`src/rtl/q65_bus_pkg.sv`:
```
// Shared definitions for the q65 bus blocks: default bus geometry and
// the receiver capture state encoding.
package q65_bus_pkg;

    localparam int unsigned DEF_WIDTH = 8;
    localparam int unsigned DEF_NSRC  = 2;

    typedef enum logic [1:0] {
        ST_IDLE   = 2'd0,
        ST_SETTLE = 2'd1,
        ST_SAMPLE = 2'd2
    } rx_state_e;

endpackage

```
`src/rtl/q65_bus_fifo.sv`:
```
// First-word fall-through FIFO with occupancy count; a push is accepted
// when not full, or when full with a pop in the same cycle.
module q65_bus_fifo #(
    parameter int unsigned WIDTH = 8,
    parameter int unsigned DEPTH = 4
) (
    input  logic                     clk,
    input  logic                     rst,
    input  logic                     push,
    input  logic [WIDTH-1:0]         push_data,
    input  logic                     pop,
    output logic [WIDTH-1:0]         out_data,
    output logic                     out_valid,
    output logic                     full,
    output logic [$clog2(DEPTH):0]   level
);

    localparam int unsigned AW = $clog2(DEPTH);
    localparam int unsigned LW = AW + 1;
    localparam logic [LW-1:0] FULL_LVL = LW'(DEPTH);

    logic [WIDTH-1:0] mem_q [DEPTH];
    logic [AW-1:0]    wr_ptr_q;
    logic [AW-1:0]    rd_ptr_q;
    logic [LW-1:0]    level_q;
    logic [LW-1:0]    level_d;
    logic             pop_s;
    logic             push_s;

    assign full      = (level_q == FULL_LVL);
    assign out_valid = (level_q != {LW{1'b0}});
    assign out_data  = out_valid ? mem_q[rd_ptr_q] : {WIDTH{1'b0}};
    assign level     = level_q;
    assign pop_s     = pop && out_valid;
    assign push_s    = push && (!full || pop_s);

    // Next occupancy from the accepted push/pop pair.
    always_comb begin
        level_d = level_q;
        case ({push_s, pop_s})
            2'b10:   level_d = level_q + {{(LW-1){1'b0}}, 1'b1};
            2'b01:   level_d = level_q - {{(LW-1){1'b0}}, 1'b1};
            default: level_d = level_q;
        endcase
    end

    // Pointers wrap naturally because DEPTH is a power of two.
    always_ff @(posedge clk) begin
        if (rst) begin
            wr_ptr_q <= {AW{1'b0}};
            rd_ptr_q <= {AW{1'b0}};
            level_q  <= {LW{1'b0}};
        end else begin
            if (push_s) begin
                wr_ptr_q <= wr_ptr_q + {{(AW-1){1'b0}}, 1'b1};
            end
            if (pop_s) begin
                rd_ptr_q <= rd_ptr_q + {{(AW-1){1'b0}}, 1'b1};
            end
            level_q <= level_d;
        end
    end

    // Storage array; contents are masked by out_valid so no reset is needed.
    always_ff @(posedge clk) begin
        if (push_s) begin
            mem_q[wr_ptr_q] <= push_data;
        end
    end

endmodule

```
`src/rtl/q65_bus_receiver.sv`:
```
// Bus capture front end: on load, waits SETTLE cycles, samples the shared
// bus once, and queues the word only when exactly one driver was enabled.
module q65_bus_receiver
    import q65_bus_pkg::*;
#(
    parameter int unsigned WIDTH  = DEF_WIDTH,
    parameter int unsigned NSRC   = DEF_NSRC,
    parameter int unsigned DEPTH  = 4,
    parameter int unsigned SETTLE = 1
) (
    input  logic                   clk,
    input  logic                   rst,
    input  logic [WIDTH-1:0]       bus_data,
    input  logic [NSRC-1:0]        drv_en,
    input  logic                   load,
    output logic                   busy,
    output logic [WIDTH-1:0]       out_data,
    output logic                   out_valid,
    input  logic                   out_ready,
    output logic [$clog2(DEPTH):0] level,
    output logic                   err_contention,
    output logic                   err_float,
    output logic                   err_overflow,
    input  logic                   clear_err
);

    localparam int unsigned CW = $clog2(NSRC + 1);
    localparam logic [2:0] SETTLE_INIT = (SETTLE > 0) ? 3'(SETTLE - 1) : 3'd0;

    function automatic logic [CW-1:0] popcount(input logic [NSRC-1:0] v);
        logic [CW-1:0] n;
        n = {CW{1'b0}};
        for (int i = 0; i < NSRC; i++) begin
            n = n + CW'(v[i]);
        end
        return n;
    endfunction

    rx_state_e     state_q;
    logic [2:0]    cnt_q;
    logic          busy_q;
    logic          err_cont_q, err_cont_d;
    logic          err_float_q, err_float_d;
    logic          err_ovf_q, err_ovf_d;
    logic [CW-1:0] pc_s;
    logic          sample_s;
    logic          one_s;
    logic          pop_s;
    logic          fifo_full_s;

    assign sample_s = (state_q == ST_SAMPLE);
    assign pc_s     = popcount(drv_en);
    assign one_s    = (pc_s == CW'(1'b1));
    assign pop_s    = out_valid && out_ready;

    assign busy           = busy_q;
    assign err_contention = err_cont_q;
    assign err_float      = err_float_q;
    assign err_overflow   = err_ovf_q;

    // Capture sequencer: IDLE -> SETTLE (optional) -> one SAMPLE cycle -> IDLE.
    always_ff @(posedge clk) begin
        if (rst) begin
            state_q <= ST_IDLE;
            cnt_q   <= 3'd0;
            busy_q  <= 1'b0;
        end else begin
            case (state_q)
                ST_IDLE: begin
                    if (load) begin
                        busy_q <= 1'b1;
                        if (SETTLE == 0) begin
                            state_q <= ST_SAMPLE;
                        end else begin
                            state_q <= ST_SETTLE;
                            cnt_q   <= SETTLE_INIT;
                        end
                    end
                end
                ST_SETTLE: begin
                    if (cnt_q == 3'd0) begin
                        state_q <= ST_SAMPLE;
                    end else begin
                        cnt_q <= cnt_q - 3'd1;
                    end
                end
                ST_SAMPLE: begin
                    state_q <= ST_IDLE;
                    busy_q  <= 1'b0;
                end
                default: begin
                    state_q <= ST_IDLE;
                    cnt_q   <= 3'd0;
                    busy_q  <= 1'b0;
                end
            endcase
        end
    end

    // Sticky flags: a detection in the clearing cycle survives the clear.
    always_comb begin
        err_cont_d  = (clear_err ? 1'b0 : err_cont_q)
                    | (sample_s && (pc_s > CW'(1'b1)));
        err_float_d = (clear_err ? 1'b0 : err_float_q)
                    | (sample_s && (pc_s == {CW{1'b0}}));
        err_ovf_d   = (clear_err ? 1'b0 : err_ovf_q)
                    | (sample_s && one_s && fifo_full_s && !pop_s);
    end

    // Error flag registers.
    always_ff @(posedge clk) begin
        if (rst) begin
            err_cont_q  <= 1'b0;
            err_float_q <= 1'b0;
            err_ovf_q   <= 1'b0;
        end else begin
            err_cont_q  <= err_cont_d;
            err_float_q <= err_float_d;
            err_ovf_q   <= err_ovf_d;
        end
    end

    q65_bus_fifo #(
        .WIDTH (WIDTH),
        .DEPTH (DEPTH)
    ) u_fifo (
        .clk       (clk),
        .rst       (rst),
        .push      (sample_s && one_s),
        .push_data (bus_data),
        .pop       (out_ready),
        .out_data  (out_data),
        .out_valid (out_valid),
        .full      (fifo_full_s),
        .level     (level)
    );

endmodule

```
`config.mk`:
```
export PLATFORM = sky130hd
export DESIGN_NAME = q65_bus_receiver
export DESIGN_NICKNAME = d
export VERILOG_FILES = /design/src/rtl/q65_bus_pkg.sv /design/src/rtl/q65_bus_fifo.sv /design/src/rtl/q65_bus_receiver.sv
export SDC_FILE = /design/constraint.sdc
export NUM_CORES = 1
export LEC_CHECK = 0
export BUFFER_PORTS_ARGS = -buffer_cell sky130_fd_sc_hd__buf_2
export CORE_ASPECT_RATIO = 1.5
export CORE_MARGIN = 5
export CORE_UTILIZATION = 60
export CTS_CLUSTER_DIAMETER = 120
export DETAILED_ROUTE_END_ITERATION = 12
export GPL_TIMING_DRIVEN = 0
export PLACE_DENSITY = 0.94
export RECOVER_POWER = 100
export SLEW_MARGIN = 20
export SYNTH_ARGS = -nofsm -noshare
export SYNTH_HDL_FRONTEND = slang
export SYNTH_SLANG_ARGS = --single-unit
```
`constraint.sdc`:
```
create_clock -name clk -period 3.4 [get_ports clk]
set_clock_uncertainty 0.05 [all_clocks]
set_input_delay 0.68 -clock clk [delete_from_list [all_inputs] [get_ports clk]]
set_output_delay 0.68 -clock clk [all_outputs]
set_load 0.005 [all_outputs]
```
== Word level (Yosys, flattened, before mapping) ==
Memory sizes are Yosys's and may differ from the RTL's. A register that Yosys moved wholly into a read port is not among the register bits.
Index checks and enable logic that the tools add are counted.

* Register bits after elaboration: 16
* Bits in writable memories: 32
* Output and inout port bits: 16
* Word-level logic and storage cells: 66
* Memories: 1

{| class="wikitable"
|+ Memory list
! name !! depth !! bits a word !! rd ports !! clocked after Yosys merged registers in !! wr ports !! RTL line !! RTL
|-
| u_fifo.mem_q || 4 || 8 || 1 || 1 || 1 || q65_bus_fifo.sv:22 || <nowiki>logic [WIDTH-1:0] mem_q [DEPTH];</nowiki>
|}

* Add/sub/neg operators: 6
* $lt $le $gt $ge: 1
* Equality and inequality tests: 9
* Mux-type cells: 17
* Bitwise gates (word level): 5
* Reduce and logical (&&, ||, !) cells: 18

{| class="wikitable"
|+ Operator list
! cell !! count
|-
| 3-bit case mux with 3 select lines || 1
|-
| 2-bit two-way mux || 4
|-
| 8-bit two-way mux || 1
|-
| 1-bit logical AND || 7
|-
| 2-bit by 1-bit equality test with 1-bit output (second input constant) || 3
|-
| 1-bit two-way mux || 6
|-
| 3-bit two-way mux || 2
|-
| 2-bit != test (second input constant) || 3
|-
| 3-bit case mux with 2 select lines || 1
|-
| 3-bit by 1-bit subtractor with 3-bit output (second input constant) || 2
|-
| 2-bit by 1-bit adder with 2-bit output (second input constant) || 2
|-
| 2-bit equality test (second input constant) || 2
|-
| 2-bit zero test || 2
|-
| 2-bit case mux with 2 select lines || 1
|-
| 2-bit AND reduction || 2
|-
| 3-bit by 1-bit adder with 3-bit output (second input constant) || 1
|-
| 3-bit equality test (second input constant) || 1
|-
| 3-bit zero test || 1
|-
| 1-bit bitwise OR || 3
|-
| 3-bit AND reduction || 1
|-
| 3-bit nonzero test || 1
|-
| 1-bit by 1-bit adder with 2-bit output || 1
|-
| 2-bit by 1-bit greater-than comparator with 1-bit output (second input constant) || 1
|-
| 1-bit zero test || 2
|-
| other kinds (4) || 5
|}

== Logic depth before layout (Yosys ltp) ==
* Depth in word-level cells: 6
* Mapped depth: 8

== Hierarchy ==
Synthesis repeated with hierarchy kept, for this count alone.

* Cells, all modules: 164
* Area, all modules: 2213.4 µm²

{| class="wikitable"
|+ Modules (own cells, without submodules)
! module !! instances !! cells each !! area each (µm²)
|-
| q65_bus_fifo || 1 || 118 || 1796.7
|-
| q65_bus_receiver || 1 || 46 || 416.6
|}

== Least setup slack after synthesis ==
No wires, ideal clock.

* Path kind: input to register
* From: in drv_en[0]
* To: reg u_fifo.level_q[2], in the netlist u_fifo.level[2]
* Library setup time: 0.121 ns
* Data arrival time: 2.329 ns
* Required time: 3.229 ns
* Slack: 0.900 ns
* Stages on the path: 7
* Path buffers: 0
* Path through: inv_1 ha_1 nand3b_1 nand2_1 fa_1 o41a_1 mux2_4

* Cells in the longest elaborated chain, start to end: 6

{| class="wikitable"
|+ RTL lines
! item !! RTL line !! RTL
|-
| start, declared || q65_bus_receiver.sv:14 || <nowiki>input logic [NSRC-1:0] drv_en,</nowiki>
|-
| 1-bit by 1-bit adder with 2-bit output * || q65_bus_receiver.sv:34 || <nowiki>n = n + CW'(v[i]);</nowiki>
|-
| 2-bit by 1-bit equality test with 1-bit output * || q65_bus_receiver.sv:53 || <nowiki>assign one_s = (pc_s == CW'(1'b1));</nowiki>
|-
| 1-bit logical AND * || q65_bus_receiver.sv:129 || <nowiki>.push (sample_s && one_s),</nowiki>
|-
| 1-bit logical AND * || q65_bus_fifo.sv:35 || <nowiki>assign push_s = push && (!full || pop_s);</nowiki>
|-
| 2-bit by 1-bit equality test with 1-bit output or 2-bit equality test (tied branches) || q65_bus_fifo.sv:40 || <nowiki>case ({push_s, pop_s})</nowiki>
|-
| 3-bit case mux with 2 select lines or 2-bit nonzero test (tied branches) || -- ||
|-
| end signal, assigned || q65_bus_fifo.sv:52 || <nowiki>level_q <= {LW{1'b0}};</nowiki>
|-
| end signal, assigned || q65_bus_fifo.sv:60 || <nowiki>level_q <= level_d;</nowiki>
|-
| end, declared || q65_bus_fifo.sv:25 || <nowiki>logic [LW-1:0] level_q;</nowiki>
|}

Every way passes the cells marked *; elsewhere a longest branch is shown, timed or not.
A chain may end at the register's enable or synchronous reset.

== Final worst setup path ==
* From: reg u_fifo.level_q[0], in the netlist u_fifo.level[0]
* To: out out_data[6]

* Cells in the longest elaborated chain, start to end: 2

{| class="wikitable"
|+ RTL lines
! item !! RTL line !! RTL
|-
| 3-bit nonzero test || q65_bus_fifo.sv:31 || <nowiki>assign out_valid = (level_q != {LW{1'b0}});</nowiki>
|-
| 8-bit two-way mux || q65_bus_fifo.sv:32 || <nowiki>assign out_data = out_valid ? mem_q[rd_ptr_q] : {WIDTH{1'b0}};</nowiki>
|-
| end, declared || q65_bus_receiver.sv:17 || <nowiki>output logic [WIDTH-1:0] out_data,</nowiki>
|}

No other way between the ends.

==> impl_metrics.csv <==
group,metric,value,unit
run_status,outcome,"complete, no violations",
timing,hold_viol_final,0,
layout,post-route-util,69.63,%
layout,final_area,2379,um2
synth,async_reset_ff_share,0,%
cts,clockBufferDepth,2,
global_route,use_met1,17.77,%
placement,place_hpwl,2780,um
worst_setup_path,end_kind,"primary output",
routing,via_per_inst,5.438,
layout,area_growth,11.69,%
routing,wire_per_inst,15.37,um
timing,setup_viol,0,
placement,dp.cells,225,
cts,clock_latency,0.29,ns
layout,multi_input_area,732.0,um2
cts,clkTransAtPathRegs,0.08,ns
layout,final_layout_size_suffix_gt1_share,14.66,%
synth,ys_ff_latch,50,
power_and_ir_drop,peakVddDrop,464.0,uV
timing,tightest_slew,1.034,ns
synth,ys_seq_area_share,62.04,%
cts,cts_tree,"yes",
global_route,busiest_layer,"met2",
global_route,grtUsageMet2,29.60,%
worst_setup_path,setup.worst_path.class,"reg -> out",
routing,drt_pass1_iterations,4,
hold_path,hp-class,"reg -> reg",
synth,synth_cells,153,
die,start_util,62.34,%
placement,pre_cts_ws,0.6188,ns
worst_setup_path,worstPathRequired,2.67,ns
die,core,3416,um2
layout,n_fill_cell,248,
timing,fin_crit_sh,77.74,%
routing,vias,1267,
die,dieArea,4865,um2
placement,port_buffers,30,
flow_run,drv_cap,0,
cts,htreeDepth,2,
worst_setup_path,cp_max_fo,10,
routing,route.detailed.drc,0,
synth,syn_nets,177,
power_and_ir_drop,power,1.381,mW
synth,syn_area,2130,um2
layout,stdcell_count,233,
timing,final.setup.tns,0,ns
cts,cts_root_buf,"clkbuf_8",
die,die_h,82.97,um
global_route,grtUsageMet3,4.348,%
synth,yosys_warnings,0,
layout,fin_nets,214,
global_route,antenna_found_initial,0,
routing,antenna_left,0,
cts,postCtsHoldBufs,0,
synth,avgSynthCellArea,13.92,um2
layout,num_antenna_cells,0,
cts,post_cts_resized,0,
power_and_ir_drop,powerDensity,580.7,nW/um2
global_route,grt_pass1_vias,1376,
global_route,grt-ovfl-total,0,
routing,drt_iter0_drc,42,
synth,synth_ff_type,"edfxtp_1",
power_and_ir_drop,leakagePower,0.8740,nW
timing,setup_slack,0.7569,ns
global_route,grt_max_degree,15,
synth,yosys.cell_types.count,32,
synth,synth_edf_count,32,
worst_setup_path,cp.arrival,1.91,ns
cts,cts_buffers,5,
cts,cts_sinks,50,
global_route,grt.total_usage,16.56,%
timing,max_freq,378.3,MHz
layout,ff_latch_area,1321,um2
placement,placed_cell_area,2332,um2
die,pin_count,31,
placement,gp_congestion,0.7423,
timing,slew_headroom,30.54,%
routing,wl,3582,um
timing,min_period,2.643,ns
die,num_rows,26,
cts,cts_setup_buffers,0,
die,die_w,58.65,um
timing,whs,0.4303,ns
timing,drv_slew,0,
global_route,grt_pass1_wl,6127,um
timing,rsz0062_at_grt,"no",
worst_setup_path,start_kind,"flip-flop",
## cell families after synthesis
family / count (synthesis) / share of synthesized area [%]
compound gates: 13 / 4.407
simple gates: 48 / 12.16
buf+inv: 17 / 3.232
mux: 12 / 10.87
xor+xnor: 4 / 1.645
fa+ha+maj: 9 / 5.641
flops: 50 / 62.04
## area by class of cell
cell class,count,area share [%]
flip-flops and latches,50,55.55
multi-input cells,86,30.77
repair buffers,30,5.366
clock buffers,8,3.367
well taps,42,2.209
inverters,13,2.052
plain buffers,4,0.6839
## cells in the final DEF (no fill, tap or decap), types with 3 or more instances in the layout
master,n
buf_2,13
edfxtp_1,32
a21oi_1,4
and2_0,4
nor3_1,3
nand2_1,6
nor2_1,16
clkbuf_8,5
inv_1,13
xnor2_1,3
clkbuf_1,24
dfxtp_1,18
nand3_1,3
ha_1,8
and2b_1,9
mux4_2,8
## flip-flops by register name, indices dropped and copies added, names as in the netlist, named ones only
name and flops:
err_float 1, err_contention 1, u_fifo.wr_ptr_q 2, busy 1
u_fifo.mem_q 32, u_fifo.rd_ptr_q 2, u_fifo.level 3, state_q 2
cnt_q 3, err_overflow 1
## routing by layer
layer  wire length [um]  share of wire, %
met1               1356                38
met2               1947                54
met3                193               5.4
met4                 83               2.3
met5                  0                 0
## path summary, 6_finish.rpt
check        cells after the start                    startpoint  slack [ns]                      endpoint
max                              3  u_fifo.level[0]$_SDFFE_PP0P_        0.76                   out_data[6]
min                              2         cnt_q[1]$_SDFFE_PP0P_        0.43         cnt_q[1]$_SDFFE_PP0P_
max reg2reg                      5  u_fifo.level[0]$_SDFFE_PP0P_        1.24  u_fifo.level[2]$_SDFFE_PP0P_
min reg2reg                      2         cnt_q[1]$_SDFFE_PP0P_        0.43         cnt_q[1]$_SDFFE_PP0P_
## worst max-delay path, stage by stage, from the launching register on
cell and delay [ns]:
dfxtp_1 0.37, nor3_1 0.86, and2b_1 0.28, buf_2 0.12
## power breakdown
| group | total, mW | internal (mW) | leakage, nW | switching (mW) |
|---|---|---|---|---|
| clock network | 0.311 | 0.146 | 0.0395 | 0.165 |
| logic | 0.369 | 0.195 | 0.401 | 0.174 |
| registers | 0.701 | 0.675 | 0.434 | 0.0269 |
## synth_stat cells (all sizes together), types with 3 or more instances
library cell,number,area [um2]
a21oi,4,20.02
nand3,3,15.01
edfxtp,32,960.9
inv,13,48.80
and2,4,25.02
dfxtp,18,360.4
ha,8,100.1
mux2,3,41.29
xnor2,3,26.28
nor2,16,60.06
nand2,6,22.52
nor3,3,15.01
and2b,9,67.56
mux4,8,180.2
No activity file was read; power rests on OpenSTA's default activity.
